===== config.mk =====
export PLATFORM = sky130hd
export DESIGN_NAME = instr_encoder
export DESIGN_NICKNAME = d
export VERILOG_FILES = /design/src/rtl/instr_encoder.sv
export SDC_FILE = /design/constraint.sdc
export NUM_CORES = 1
export LEC_CHECK = 0
export BUFFER_PORTS_ARGS = -buffer_cell sky130_fd_sc_hd__buf_2
export CAP_MARGIN = 20
export CORE_MARGIN = 4
export CORE_UTILIZATION = 45
export CTS_CLUSTER_SIZE = 12
export DETAILED_ROUTE_END_ITERATION = 10
export MAX_ROUTING_LAYER = met4
export PLACE_DENSITY = 0.68
export SETUP_SLACK_MARGIN = 0.1
export SLEW_MARGIN = 10
export SYNTH_ARGS = -nofsm -noshare
export SYNTH_HDL_FRONTEND = slang
export SYNTH_SLANG_ARGS = --single-unit

===== constraint.sdc =====
create_clock -name clk -period 5.5 [get_ports clk]
set_clock_uncertainty 0.15 [all_clocks]
set_input_delay 1.1 -clock clk [delete_from_list [all_inputs] [get_ports clk]]
set_output_delay 1.1 -clock clk [all_outputs]
set_load 0.05 [all_outputs]

===== src/rtl/instr_encoder.sv =====
// instr_encoder: packs decoded RISC-V fields (R, I-load, S, SB) into a 32-bit
// instruction word and queues it, tagged with its instruction-memory byte address,
// in a small output FIFO.
// Optional feature macro: ENC_ERR_CHECK_EN. When defined, it rejects illegal
// funct7 (R) and funct3 (SB) requests and pulses err.
module instr_encoder #(
  parameter int                FIFO_DEPTH = 2,
  parameter int                ADDR_W     = 32,
  parameter logic [ADDR_W-1:0] BASE_ADDR  = '0
) (
  input  logic              clk,
  input  logic              reset,
  input  logic              clear,
  input  logic              in_valid,
  output logic              in_ready,
  input  logic [1:0]        fmt,
  input  logic [4:0]        rd,
  input  logic [4:0]        rs1,
  input  logic [4:0]        rs2,
  input  logic [2:0]        funct3,
  input  logic [6:0]        funct7,
  input  logic [11:0]       imm,
  output logic              out_valid,
  input  logic              out_ready,
  output logic [31:0]       out_instr,
  output logic [ADDR_W-1:0] out_addr,
  output logic              err
);

  localparam int PTR_W = (FIFO_DEPTH > 1) ? $clog2(FIFO_DEPTH) : 1;

  localparam logic [6:0] OP_R  = 7'b0110011;
  localparam logic [6:0] OP_I  = 7'b0000011;
  localparam logic [6:0] OP_S  = 7'b0100011;
  localparam logic [6:0] OP_SB = 7'b1100011;

  // Field packing for the four supported formats; fields a format does not use are ignored.
  function automatic logic [31:0] encode(
    input logic [1:0]  f,
    input logic [4:0]  f_rd,
    input logic [4:0]  f_rs1,
    input logic [4:0]  f_rs2,
    input logic [2:0]  f_f3,
    input logic [6:0]  f_f7,
    input logic [11:0] f_imm
  );
    logic [31:0] w;
    case (f)
      2'b00:   w = {f_f7, f_rs2, f_rs1, f_f3, f_rd, OP_R};
      2'b01:   w = {f_imm, f_rs1, f_f3, f_rd, OP_I};
      2'b10:   w = {f_imm[11:5], f_rs2, f_rs1, f_f3, f_imm[4:0], OP_S};
      default: w = {f_imm[11], f_imm[9:4], f_rs2, f_rs1, f_f3, f_imm[3:0], f_imm[10], OP_SB};
    endcase
    return w;
  endfunction

  logic [PTR_W:0]    wr_ptr_q, wr_ptr_d;
  logic [PTR_W:0]    rd_ptr_q, rd_ptr_d;
  logic [ADDR_W-1:0] addr_q, addr_d;
  logic [31:0]       instr_mem_q [FIFO_DEPTH];
  logic [ADDR_W-1:0] addr_mem_q  [FIFO_DEPTH];

  logic empty, full, accept, legal, push, pop;

  // The wrap bit tells full (same index, different lap) from empty (identical pointers).
  assign empty  = (wr_ptr_q == rd_ptr_q);
  assign full   = (wr_ptr_q[PTR_W] != rd_ptr_q[PTR_W]) &&
                  (wr_ptr_q[PTR_W-1:0] == rd_ptr_q[PTR_W-1:0]);

  // A full FIFO refuses pushes even when it is being popped in the same cycle.
  assign in_ready  = !full && !clear;
  assign accept    = in_valid && in_ready;
  assign push      = accept && legal;
  assign out_valid = !empty;
  assign pop       = out_valid && out_ready && !clear;

  assign out_instr = instr_mem_q[rd_ptr_q[PTR_W-1:0]];
  assign out_addr  = addr_mem_q[rd_ptr_q[PTR_W-1:0]];

`ifdef ENC_ERR_CHECK_EN
  // R needs funct7 0000000/0100000; SB has no branch encoded with funct3 010/011.
  function automatic logic req_legal(
    input logic [1:0] f,
    input logic [6:0] f_f7,
    input logic [2:0] f_f3
  );
    logic ok;
    ok = 1'b1;
    if (f == 2'b00 && !(f_f7 == 7'h00 || f_f7 == 7'h20)) ok = 1'b0;
    if (f == 2'b11 && (f_f3 == 3'b010 || f_f3 == 3'b011)) ok = 1'b0;
    return ok;
  endfunction

  logic err_q;

  assign legal = req_legal(fmt, funct7, funct3);
  assign err   = err_q;

  // One-cycle error pulse after an illegal request completes its handshake.
  always_ff @(posedge clk or posedge reset) begin
    if (reset) err_q <= 1'b0;
    else       err_q <= accept && !legal;
  end
`else
  assign legal = 1'b1;
  assign err   = 1'b0;
`endif

  // Pointer and address-counter next state; clear overrides push and pop.
  always_comb begin
    wr_ptr_d = wr_ptr_q;
    rd_ptr_d = rd_ptr_q;
    addr_d   = addr_q;
    if (clear) begin
      wr_ptr_d = '0;
      rd_ptr_d = '0;
      addr_d   = BASE_ADDR;
    end else begin
      if (push) begin
        wr_ptr_d = wr_ptr_q + (PTR_W+1)'(1);
        addr_d   = addr_q + ADDR_W'(4);
      end
      if (pop) rd_ptr_d = rd_ptr_q + (PTR_W+1)'(1);
    end
  end

  // Control state: FIFO pointers and the wrapping byte-address counter.
  always_ff @(posedge clk or posedge reset) begin
    if (reset) begin
      wr_ptr_q <= '0;
      rd_ptr_q <= '0;
      addr_q   <= BASE_ADDR;
    end else begin
      wr_ptr_q <= wr_ptr_d;
      rd_ptr_q <= rd_ptr_d;
      addr_q   <= addr_d;
    end
  end

  // FIFO storage; reset so the head reads 0 / BASE_ADDR straight out of reset.
  always_ff @(posedge clk or posedge reset) begin
    if (reset) begin
      for (int i = 0; i < FIFO_DEPTH; i++) begin
        instr_mem_q[i] <= '0;
        addr_mem_q[i]  <= BASE_ADDR;
      end
    end else if (push) begin
      instr_mem_q[wr_ptr_q[PTR_W-1:0]] <= encode(fmt, rd, rs1, rs2, funct3, funct7, imm);
      addr_mem_q[wr_ptr_q[PTR_W-1:0]]  <= addr_q;
    end
  end

endmodule


==> out/results.tsv <==
metric	value	unit
h-tree-depth	4	
n_fill_cell	1332	
setup_viol	0	
clock-sinks	152	
grt_max_degree	114	
worstPathRequired	4.25	ns
peakVddDrop	0.230	mV
antenna_cells	0	
final_net_count	746	
hold_viol	0	
synth_top_family_by_area	multiplexers	
sw_frac_of_total	35.1	%
power_switching	1.26	mW
syn_to_final_growth	18.4	%
tightest_slew	0.866	ns
synth_cells	606	
syn_area_per_cell	11.7	µm²
grt_overflow_total	0	
first_pass_iters	4	
core_area	15400	µm²
synth_compound_area_share	6.47	%
io_pins	111	
synth-xor-area-share	2.94	%
drtAntennaViolNets	0	
grtUsageTotal	18.6	%
ys_types	38	
drcViolationCount	0	
clkSlewWorstSetupHoldPaths	0.06	ns
final_cells	925	
end_kind	output port	
antenna_found_initial	0	
min_period	3.45	ns
fin_area	8420	µm²
final_cell_mix	dfrtp_1 (151), mux2_2 (134), buf_2 (105)	
p_leak	4.12	nW
row_count	45	
fin_tns_setup	0	ns
syn_area	7110	µm²
layout_commonest_cell	dfrtp_1	
yosys.area_share.adder	0.176	%
die_y	134	µm
synthMuxAreaShare	23.9	%
hp-start	instr_mem_q[1]$_DFFE_PP0P_	
rsz0062_at_grt	false	
dp.cells	891	
setup.worst_path.start	rd_ptr_q[0]$_DFFE_PP0P_	
synth-simple-area-share	10.1	%
start_util	46.3	%
worst_hold_path_type	reg2reg	
num_vias	4795	
first_iter_violations	261	
pwr-share-clk	31.8	%
cts_buffers	17	
die_w	134	µm
synthFlopType	dfrtp_1	
clock_path_buffers	2	
place_area	7790	µm²
ys_seq_area_share	53.5	%
gp_congestion	0.837	
synth-seq-cells	152	
grt_pass1_vias	5083	
seqPwrFrac	38.8	%
synth_edf_count	0	
arrival	2.20	ns
finalCritPeriodShare	62.8	%
startpoint_type	flip-flop	
cts_setup_buffers	0	
drv_cap	0	
comb_power_share	29.4	%
max-slew-margin-rel	42.2	%
layout-drive-gt1-share	40.5	%
synth_warnings	0	
holdBufCountCts	0	
fmax	289	MHz
r2r-start	rd_ptr_q[1]$_DFFE_PP0P_	
critPathKind	reg2out	
clkLatencyLatePin	0.43	ns
cts_tree	built	
dp_hpwl	10200	µm
port_buffers	105	
power_density	426	nW/µm²
crit_fanout	61	
slew_viol_final	0	
cts_resized	0	
wirelength	15200	µm
grt_pass1_wl	26000	µm
routedWlPerCell	16.4	µm
avgViaCountPerCell	5.18	
cts_root_buffer	clkbuf_16	
p_int	2.33	mW
status	finished clean	
p_total	3.58	mW
fp.dieArea	17900	µm²
async_flop_share	100	%
[flip-flops by register name (all words and copies together) (netlist names)]
name and cells:
addr_mem_q 60, instr_mem_q 58, addr_q 30, rd_ptr_q 2, wr_ptr_q 2
[cells by family (layout without fill, tap and decap cells)]
kind of cell,Yosys count,count (layout)
AO/OA/AOI/OAI,79,79
XOR/XNOR,23,23
adder cells (fa/ha/maj),1,1
buffers and inverters,45,149
flip-flops,152,152
multiplexers,153,153
other,1,5
AND/OR/NAND/NOR,152,152
[metrics by stage]
stage / setup slack [ns] / hold slack (ns) / utilization, %
floorplan: 0.157 / 0.278 / -
global route: 1.95 / 0.348 / 54.8
finish: 2.05 / 0.309 / 54.8
global placement: 1.67 / 0.295 / 50.7
detailed placement: 1.55 / 0.299 / 50.7
CTS: 2.00 / 0.317 / 54.4
[power by group through the flow]
stage | registers, mW | logic (mW) | clock network [mW]
CTS | 1.39 | 1.06 | 1.17
detailed placement | 1.41 | 1.05 | 0
finish | 1.39 | 1.05 | 1.14
global route | 1.41 | 1.13 | 1.22
floorplan | 1.38 | 0.870 | 0
global placement | 1.40 | 1.04 | 0
[metal layers]
layer / vias to the layer above / global-route usage [%] / share of wire (%)
li1: 2292 / - / -
met2: 119 / 28.5 / 47
met1: 2360 / 24.5 / 47
met3: 24 / 4.57 / 4.5
met4: 0 / 5.83 / 1.4
met5: - / - / 0
[worst max-delay path, cell delays in order, from the launching register on]
cell and delay [ns]:
dfrtp_2 0.39, buf_4 0.66, mux2_2 0.44, buf_2 0.22
[cell type report]
type                       count  area [µm²]  area share, %
timing repair buffer         113         626           7.43
tap                          211         264           3.13
clock buffer                  20         457           5.42
sequential                   152        3800           45.2
inverter                       4        20.0          0.238
clock inverter                12         125           1.49
multi-input combinational    413        3130           37.1
[Yosys cell counts, types with 4 or more instances]
cell type	number	area, µm²
mux2i_1	19	190
xnor2_1	7	61.3
o21ai_0	59	295
buf_2	10	50.1
xor2_1	15	131
buf_4	6	45.0
mux2_2	134	1510
o211ai_1	4	30.0
clkbuf_1	18	67.6
a21oi_1	6	30.0
nand2_1	64	240
nand2b_1	16	100
dfrtp_1	152	3800
buf_1	7	26.3
nand4_1	15	93.8
nand3_1	7	35.0
inv_1	4	15.0
nor2_1	30	113
nor3_1	4	20.0
[worst paths after layout]
kind | slack [ns] | cells after the start | end
max | 2.05 | 3 | out_instr[0]
max reg2reg | 2.65 | 6 | instr_mem_q[4]$_DFFE_PP0P_
min reg2reg | 0.31 | 1 | instr_mem_q[1]$_DFFE_PP0P_
min | 0.31 | 1 | instr_mem_q[1]$_DFFE_PP0P_
min in group asynchronous | 0.46 | 2 | instr_mem_q[49]$_DFFE_PP0P_
max in group asynchronous | 3.98 | 3 | instr_mem_q[61]$_DFFE_PP0P_
(Power assumes the default switching activity.)
